--- config.mk ---
export PLATFORM = sky130hd
export DESIGN_NAME = miriscv_lsu
export DESIGN_NICKNAME = d
export VERILOG_FILES = /design/src/rtl/miriscv_lsu.sv
export SDC_FILE = /design/constraint.sdc
export NUM_CORES = 1
export LEC_CHECK = 0
export CAP_MARGIN = 20
export CORE_UTILIZATION = 34
export CTS_CLUSTER_DIAMETER = 40
export CTS_CLUSTER_SIZE = 16
export DETAILED_ROUTE_END_ITERATION = 8
export MAX_ROUTING_LAYER = met4
export PLACE_DENSITY = 0.9
export SLEW_MARGIN = 0
export SYNTH_ARGS = -nofsm -noshare
export SYNTH_HDL_FRONTEND = slang
export SYNTH_SLANG_ARGS = --single-unit
export TNS_END_PERCENT = 5
--- constraint.sdc ---
create_clock -name clk_i -period 2.55 [get_ports clk_i]
set_input_delay 0.255 -clock clk_i [delete_from_list [all_inputs] [get_ports clk_i]]
set_output_delay 0.255 -clock clk_i [all_outputs]
set_load 0.02 [all_outputs]
--- src/rtl/miriscv_lsu.sv ---
// Load/store unit: turns core byte/half/word accesses into word-aligned RAM
// transactions and formats the returned word for the core.
//
// state | meaning
// IDLE  | no access outstanding; an aligned request is issued combinationally
// WAIT  | request issued; waiting for data_rvalid_i or the response timeout
module miriscv_lsu #(
  parameter int unsigned RSP_TIMEOUT = 16
) (
  input  logic        clk_i,
  input  logic        arst_i,
  input  logic        lsu_req_i,
  input  logic        lsu_we_i,
  input  logic [2:0]  lsu_size_i,
  input  logic [31:0] lsu_addr_i,
  input  logic [31:0] lsu_wdata_i,
  output logic [31:0] lsu_rdata_o,
  output logic        lsu_stall_o,
  output logic        lsu_done_o,
  output logic        lsu_misalign_o,
  output logic        lsu_err_o,
  output logic        data_req_o,
  output logic        data_we_o,
  output logic [3:0]  data_be_o,
  output logic [31:0] data_addr_o,
  output logic [31:0] data_wdata_o,
  input  logic        data_rvalid_i,
  input  logic [31:0] data_rdata_i
);

  localparam int unsigned CW = (RSP_TIMEOUT > 2) ? $clog2(RSP_TIMEOUT) : 1;
  localparam logic [CW-1:0] CNT_LAST = CW'(RSP_TIMEOUT - 1);

  localparam logic [2:0] SZ_B  = 3'b000;
  localparam logic [2:0] SZ_H  = 3'b001;
  localparam logic [2:0] SZ_BU = 3'b100;
  localparam logic [2:0] SZ_HU = 3'b101;

  typedef enum logic {S_IDLE, S_WAIT} state_t;

  state_t        state_q, state_d;
  logic [CW-1:0] cnt_q;
  logic [1:0]    off_q;
  logic [2:0]    size_q;
  logic          we_q;

  logic          is_byte, is_half, is_word;
  logic          misalign, issue, cnt_last;
  logic [31:0]   sel;
  logic [31:0]   load_fmt;

  // request decode; undefined size codes behave as a word access
  always_comb begin
    is_byte  = (lsu_size_i == SZ_B) || (lsu_size_i == SZ_BU);
    is_half  = (lsu_size_i == SZ_H) || (lsu_size_i == SZ_HU);
    is_word  = !is_byte && !is_half;
    misalign = (is_half && lsu_addr_i[0]) || (is_word && (lsu_addr_i[1:0] != 2'b00));
    issue    = (state_q == S_IDLE) && lsu_req_i && !misalign;
    cnt_last = (cnt_q == CNT_LAST);
  end

  always_ff @(posedge clk_i or posedge arst_i) begin
    if (arst_i) begin
      state_q <= S_IDLE;
      cnt_q   <= '0;
      off_q   <= '0;
      size_q  <= '0;
      we_q    <= 1'b0;
    end else begin
      state_q <= state_d;
      if (issue) begin
        cnt_q  <= '0;
        off_q  <= lsu_addr_i[1:0];
        size_q <= lsu_size_i;
        we_q   <= lsu_we_i;
      end else if ((state_q == S_WAIT) && !data_rvalid_i && !cnt_last) begin
        cnt_q <= cnt_q + CW'(1);
      end
    end
  end

  always_comb begin
    state_d = state_q;
    case (state_q)
      S_IDLE:  if (issue) state_d = S_WAIT;
      S_WAIT:  if (data_rvalid_i || cnt_last) state_d = S_IDLE;
      default: state_d = S_IDLE;
    endcase
  end

  always_comb begin
    sel = data_rdata_i >> {off_q, 3'b000};
    case (size_q)
      SZ_B:    load_fmt = {{24{sel[7]}}, sel[7:0]};
      SZ_BU:   load_fmt = {24'h0, sel[7:0]};
      SZ_H:    load_fmt = {{16{sel[15]}}, sel[15:0]};
      SZ_HU:   load_fmt = {16'h0, sel[15:0]};
      default: load_fmt = data_rdata_i;
    endcase
  end

  // outputs are gated by arst_i because the IDLE issue path is combinational
  always_comb begin
    lsu_rdata_o    = '0;
    lsu_stall_o    = 1'b0;
    lsu_done_o     = 1'b0;
    lsu_misalign_o = 1'b0;
    lsu_err_o      = 1'b0;
    data_req_o     = 1'b0;
    data_we_o      = 1'b0;
    data_be_o      = '0;
    data_addr_o    = '0;
    data_wdata_o   = '0;
    if (!arst_i) begin
      case (state_q)
        S_IDLE: begin
          if (lsu_req_i && misalign) begin
            lsu_misalign_o = 1'b1;
            lsu_done_o     = 1'b1;
          end else if (lsu_req_i) begin
            data_req_o  = 1'b1;
            data_we_o   = lsu_we_i;
            data_addr_o = {lsu_addr_i[31:2], 2'b00};
            lsu_stall_o = 1'b1;
            if (is_byte) begin
              data_be_o    = 4'b0001 << lsu_addr_i[1:0];
              data_wdata_o = {4{lsu_wdata_i[7:0]}};
            end else if (is_half) begin
              data_be_o    = 4'b0011 << {lsu_addr_i[1], 1'b0};
              data_wdata_o = {2{lsu_wdata_i[15:0]}};
            end else begin
              data_be_o    = 4'b1111;
              data_wdata_o = lsu_wdata_i;
            end
          end
        end
        S_WAIT: begin
          if (data_rvalid_i) begin
            lsu_done_o  = 1'b1;
            lsu_rdata_o = we_q ? 32'h0 : load_fmt;
          end else if (cnt_last) begin
            lsu_err_o  = 1'b1;
            lsu_done_o = 1'b1;
          end else begin
            lsu_stall_o = 1'b1;
          end
        end
        default: ;
      endcase
    end
  end

endmodule

-- Yosys cells after proc, flatten, opt, wreduce, memory -nomap -nowiden
Index checks and enable logic that the tools add are counted.
- $add $sub $neg: 1
- equal/unequal tests: 7
- shifts and indexed selects: 3
- mux-type cells: 48
- bitwise gates (word level): 1
- reduce and logical (&&, ||, !) cells: 21
- operators by type and width (kind ; count):
    $mux 32 ; 14
    $pmux 32 s4 ; 1
    $mux 4 ; 8
    $shr 32x5->16 ; 1
    $mux 1 ; 22
    $eq 3x3->1 const B ; 4
    $logic_and 1x1->1 ; 8
    $eq 3x1->1 const B ; 2
    $logic_not 3->1 ; 2
    $pmux 1 s2 ; 3
    $logic_not 1->1 ; 5
    $add 4x1->4 const B ; 1
    $eq 4x4->1 const B ; 1
    $logic_or 1x1->1 ; 4
    $reduce_bool 2->1 ; 2
    $shl 1x2->4 const A ; 1
    $shl 2x2->4 const A ; 1
    $not 1->1 ; 1
- flip-flop bits (word level): 11
- bits of input ports: 104
- output and inout bits: 106
- word-level logic and storage cells: 86

-- Logic depth before layout (Yosys ltp)
- depth after elaboration: 10
- gate-level depth with buffers: 7
- gate-level depth less buffers: 4

-- Least setup slack after synthesis
Ideal clock, no wire load.
- path type: reg2out
- start: register we_q
- end: output lsu_rdata_o[21]
- arrival: 1704 ps
- data required time: 2295 ps
- path slack: 591 ps
- stages on the path, launching flop included: 6
- path buffers: 2
- cells stage by stage: dfrtp_1 -> nor4bb_1 -> clkbuf_1 -> o211ai_1 -> clkbuf_1 -> o21ai_0
- word-level cells in the longest chain between the ends: 4
- RTL lines (item ; RTL line ; RTL):
    start, declared ; 45 ; logic we_q;
    start signal, assigned ; 75 ; we_q <= lsu_we_i;
    $mux 32 ; 140 ; lsu_rdata_o = we_q ? 32'h0 : load_fmt;
    $mux 32 ; 138 ; if (data_rvalid_i) begin
    $mux 32 ; 115 ; case (state_q)
    $mux 32 ; 114 ; if (!arst_i) begin
    end, declared ; 17 ; output logic [31:0] lsu_rdata_o,
Every way passes these cells.

-- Final worst setup path
- start: input arst_i
- end: output lsu_rdata_o[15]
- word-level cells in the longest chain between the ends: 1
- RTL lines (item ; RTL line ; RTL):
    start, declared ; 11 ; input logic arst_i,
    $mux 32 ; 114 ;
Every way passes these cells.

==> tab_implementation.tex <==
\begin{tabular}{lr}
\hline
Metric & Value \\
\hline
\multicolumn{2}{l}{\textbf{Setup path}} \\
Category of cells accounting for the largest share of critical-path delay & buffers and inverters \\
Data required time of the critical path & 2300 ps \\
Setup Crit Path Kind & in2out \\
Highest cell delay on the worst timing path & 630 ps \\
Ordered list of cells on the worst path & clkdlybuf4s50\_1, nor4bb\_4, nand4b\_1, o21ai\_0, clkdlybuf4s50\_1 \\
Cell at the slowest stage of the critical path & sky130\_fd\_sc\_hd\_\_clkdlybuf4s50\_1 \\
Worst reg2reg startpoint & state\_q\$\_DFF\_PP0\_ \\
Kind of launch point of the worst setup path & input pin \\
Maximum fanout along the worst path & 8 \\
CP bufs+invs & 2 \\
Worst flop-to-flop path endpoint & size\_q[2]\$\_DFFE\_PP0P\_ \\
Data arrival time at the worst-slack endpoint & 2300 ps \\
Cell depth of the worst flop-to-flop path & 5 \\
Critical Path Sink Type & primary output \\
Most prevalent standard cell on the critical path & sky130\_fd\_sc\_hd\_\_clkdlybuf4s50\_1 \\
Slack of the worst reg-to-reg path & 920 ps \\
\multicolumn{2}{l}{\textbf{Routing}} \\
DRC violation count after routing & 0 \\
WL per Instance & 15.9 um \\
Overall via count from detail\_route & 3022 \\
Via density & 5.17 \\
1st-iter DRT viols & 146 \\
ANT nets after route & 0 \\
Detailed-routing iteration count for the pre-antenna-repair pass & 4 \\
Wire length after detailed routing & 9320 um \\
\multicolumn{2}{l}{\textbf{Timing}} \\
Number of endpoints failing setup at the final stage & 1 \\
Min cycle time layout & 2550 ps \\
Crit path setup slack, layout & -3.08 ps \\
Part of the cycle the worst path needs & 100\% \\
Unrepaired setup endpoints after global routing & true \\
Count of endpoints failing hold in the final timing report & 0 \\
Fmax & 392 MHz \\
Final max-slew violation count & 0 \\
Total Negative Setup Slacks & -3.08 ps \\
Setup clock skew after layout & 3.13 ps \\
\multicolumn{2}{l}{\textbf{Die}} \\
Starting Density & 35.0\% \\
Die span in x & 82.7 um \\
Die Height & 82.7 um \\
Area of the core & 0.00631 mm\^{}2 \\
Number of top-level design ports & 210 \\
Site Rows & 29 \\
Overall die area & 0.00683 mm\^{}2 \\
\multicolumn{2}{l}{\textbf{Synthesis}} \\
Area fraction in compound gates after synthesis & 23.4\% \\
Count of different cell masters after synthesis & 45 \\
Share of synthesized flip-flops with an asynchronous set or reset & 100\% \\
Count of flip-flops with a built-in enable after synthesis & 0 \\
Sequential element share of the synthesized area & 12.4\% \\
Avg Cell Area, Syn & 7.37 um\^{}2 \\
Cell count after synthesis & 300 \\
Main flop type after synthesis & sky130\_fd\_sc\_hd\_\_dfrtp\_1 \\
\#FFs+latches synth & 11 \\
Number of warning messages in the yosys log & 0 \\
Simple-gate portion of the synthesized area & 32.0\% \\
Post-Synthesis Cell Area & 0.00221 mm\^{}2 \\
Post-synthesis share of cell area spent on full adders, half adders and majority gates & 0.566\% \\
Area share of xor/xnor cells in the synthesized design & 1.19\% \\
Combinational family with the most area after synthesis & simple AND/OR/NAND/NOR gates \\
Post-synthesis mux area share & 20.9\% \\
\multicolumn{2}{l}{\textbf{Min path}} \\
Hold worst-path end & cnt\_q[0]\$\_DFFE\_PP0P\_ \\
Cells on Worst Hold Path & 1 \\
Type of the most critical hold path & reg2reg \\
Startpoint of the lowest-slack hold path & cnt\_q[0]\$\_DFFE\_PP0P\_ \\
\multicolumn{2}{l}{\textbf{Power and ir drop}} \\
Total power consumption of the routed design & 1.38 mW \\
Power per cell area & 311 mW/mm\^{}2 \\
Max VDD drop & 0.308 mV \\
Lkg Pwr & 2.35 nW \\
\multicolumn{2}{l}{\textbf{Run status}} \\
Outcome & finished with violations \\
Violations in the final reports & setup timing \\
\multicolumn{2}{l}{\textbf{Clock tree}} \\
Insertion delay of the later-clocked pin in the worst-skew pair & 240 ps \\
Num CTS Buffers & 3 \\
TritonCTS clock tree & done \\
Clock-pin slew of the registers on the worst-case setup and hold paths & 50 ps \\
Number of buffers on the longest clock path & 2 \\
CTS Sinks & 11 \\
Level count of the clock H-tree & 1 \\
\# Post-CTS Setup Buffers & 0 \\
Clk root buf & sky130\_fd\_sc\_hd\_\_clkbuf\_8 \\
\multicolumn{2}{l}{\textbf{Global routing}} \\
Vias in the first global route & 2802 \\
Pin count of the biggest net entering global routing & 41 \\
Number of antenna violations at the first check in global routing & 0 \\
First-pass GRT wire length & 13400 um \\
All-Layer GR Usage & 26.1\% \\
Remaining global-route overflow & 0 \\
\multicolumn{2}{l}{\textbf{Finish}} \\
Number of filler instances in the final layout & 519 \\
Area of the multi-input gates & 0.00175 mm\^{}2 \\
Number of inserted diodes & 0 \\
Synthesis-to-layout area growth & 101\% \\
Flip-flop and latch area & 275 um\^{}2 \\
\# nets final & 614 \\
Share of cells above drive strength 1 & 14.0\% \\
\multicolumn{2}{l}{\textbf{Place}} \\
Half-perimeter wire length after detailed placement & 7440 um \\
Buffers added on ports & 207 \\
Last weighted congestion value of the routability-driven placer & 0.916 \\
\multicolumn{2}{l}{\textbf{Flow run}} \\
Max-cap viol count & 0 \\
\hline
\end{tabular}
[state kept, by name, indices dropped and copies added, names as in the netlist]
| name | flops |
|---|---|
| state_q | 1 |
| off_q | 2 |
| size_q | 3 |
| we_q | 1 |
| cnt_q | 4 |
[cell families after synthesis]
logic type | count (synthesis)
AOI/OAI and AO/OA | 76
buffers and inverters | 36
and+or+nand+nor | 130
DFF | 11
adders and majority gates | 1
muxes | 42
xor gates and xnor gates | 3
other | 1
[cells in the final DEF (no fill, tap or decap), types with 12 or more instances in the layout]
master                            netlist  final
sky130_fd_sc_hd__and2_1                48     48
sky130_fd_sc_hd__nand3_1               17     17
sky130_fd_sc_hd__o21ai_0               32     32
sky130_fd_sc_hd__dlygate4sd2_1          0     82
sky130_fd_sc_hd__mux2_2                23     23
sky130_fd_sc_hd__mux2i_1               18     18
sky130_fd_sc_hd__dlymetal6s2s_1         0     12
sky130_fd_sc_hd__nand2_1               18     18
sky130_fd_sc_hd__buf_4                  2     24
sky130_fd_sc_hd__nor2_1                21     21
sky130_fd_sc_hd__clkdlybuf4s50_1        0    113
[worst reg2reg max path: stages, from the launching register on]
cell                       delay [ps]
sky130_fd_sc_hd__dfrtp_1          410
sky130_fd_sc_hd__nand2b_1         170
sky130_fd_sc_hd__buf_4            140
sky130_fd_sc_hd__or3_1            320
sky130_fd_sc_hd__buf_4            190
sky130_fd_sc_hd__mux2_2           280
[per-stage QoR]
step                area [um^2]  util, %  cells  hold WS [ps]  worst slack (ps)
floorplan                  2220        -    301           124               591
global placement           4460     70.6    581           494              -134
detailed placement         4460     70.6    581           509              -186
CTS                        4420     69.9    585           516             -15.9
global route               4450     70.4    585           549              -119
finish                     4450     70.4    585           509             -3.08
[metal layers]
metal | vias to the layer above | track usage [%] | wire length [um]
met5 | - | - | 0
met4 | 0 | 6.38 | 140
met3 | 15 | 3.08 | 485
met2 | 122 | 44.0 | 4710
met1 | 1398 | 33.1 | 3980
li1 | 1487 | - | -
[worst max path at each step]
| stage | startpoint | to | slack (ps) | depth (start not counted) |
|---|---|---|---|---|
| finish | arst_i | lsu_rdata_o[15] | -3 | 5 |
| global route | arst_i | lsu_rdata_o[15] | -120 | 5 |
| CTS | arst_i | lsu_rdata_o[1] | -20 | 6 |
| detailed placement | lsu_addr_i[0] | data_wdata_o[7] | -190 | 6 |
| global placement | lsu_addr_i[0] | data_addr_o[31] | -130 | 6 |
| floorplan | we_q$_DFFE_PP0P_ | lsu_rdata_o[21] | 590 | 5 |
[power by group]
group	total, mW	leakage [nW]	internal (mW)	switching (mW)
combinational	0.943	2.19	0.492	0.451
sequential	0.268	0.137	0.216	0.0514
clock	0.172	0.0228	0.109	0.0621
total	1.38	2.35	0.818	0.564
[synth_stat cells, types with 2 or more instances]
| library cell | n | share of area, % |
|---|---|---|
| sky130_fd_sc_hd__mux2i_1 | 18 | 8.1 |
| sky130_fd_sc_hd__and2_1 | 48 | 14 |
| sky130_fd_sc_hd__a221oi_1 | 7 | 2.8 |
| sky130_fd_sc_hd__or2_2 | 2 | 0.57 |
| sky130_fd_sc_hd__a31o_2 | 2 | 0.79 |
| sky130_fd_sc_hd__o21a_1 | 3 | 1.0 |
| sky130_fd_sc_hd__o221a_2 | 7 | 3.6 |
| sky130_fd_sc_hd__o22a_1 | 7 | 2.8 |
| sky130_fd_sc_hd__inv_1 | 3 | 0.51 |
| sky130_fd_sc_hd__dfrtp_1 | 11 | 12 |
| sky130_fd_sc_hd__nor3b_1 | 2 | 0.68 |
| sky130_fd_sc_hd__nor3_1 | 4 | 0.91 |
| sky130_fd_sc_hd__buf_6 | 7 | 3.6 |
| sky130_fd_sc_hd__a21oi_1 | 12 | 2.7 |
| sky130_fd_sc_hd__nand3_1 | 17 | 3.8 |
| sky130_fd_sc_hd__buf_2 | 6 | 1.4 |
| sky130_fd_sc_hd__nor2b_1 | 4 | 1.1 |
| sky130_fd_sc_hd__o21ai_0 | 32 | 7.2 |
| sky130_fd_sc_hd__nor2_1 | 21 | 3.6 |
| sky130_fd_sc_hd__clkbuf_1 | 15 | 2.5 |
| sky130_fd_sc_hd__nand2b_1 | 7 | 2.0 |
| sky130_fd_sc_hd__xnor2_1 | 2 | 0.79 |
| sky130_fd_sc_hd__buf_4 | 2 | 0.68 |
| sky130_fd_sc_hd__mux2_2 | 23 | 12 |
| sky130_fd_sc_hd__nand2_1 | 18 | 3.1 |
[timing repair]
action	4_1_cts	5_1_grt
hold buffers	0	0
endpoints found under the setup margin	91	14
cloned	0	0
resized for setup	85	12
[layout make-up]
| type | instances | area share (%) |
|---|---|---|
| timing repair buffer | 235 | 50.6 |
| multi-input combinational | 254 | 39.4 |
| sequential | 11 | 6.19 |
| tap | 77 | 2.17 |
| clock buffer | 4 | 1.01 |
| inverter | 4 | 0.619 |
Note: power is estimated with default switching activity, not from simulation.
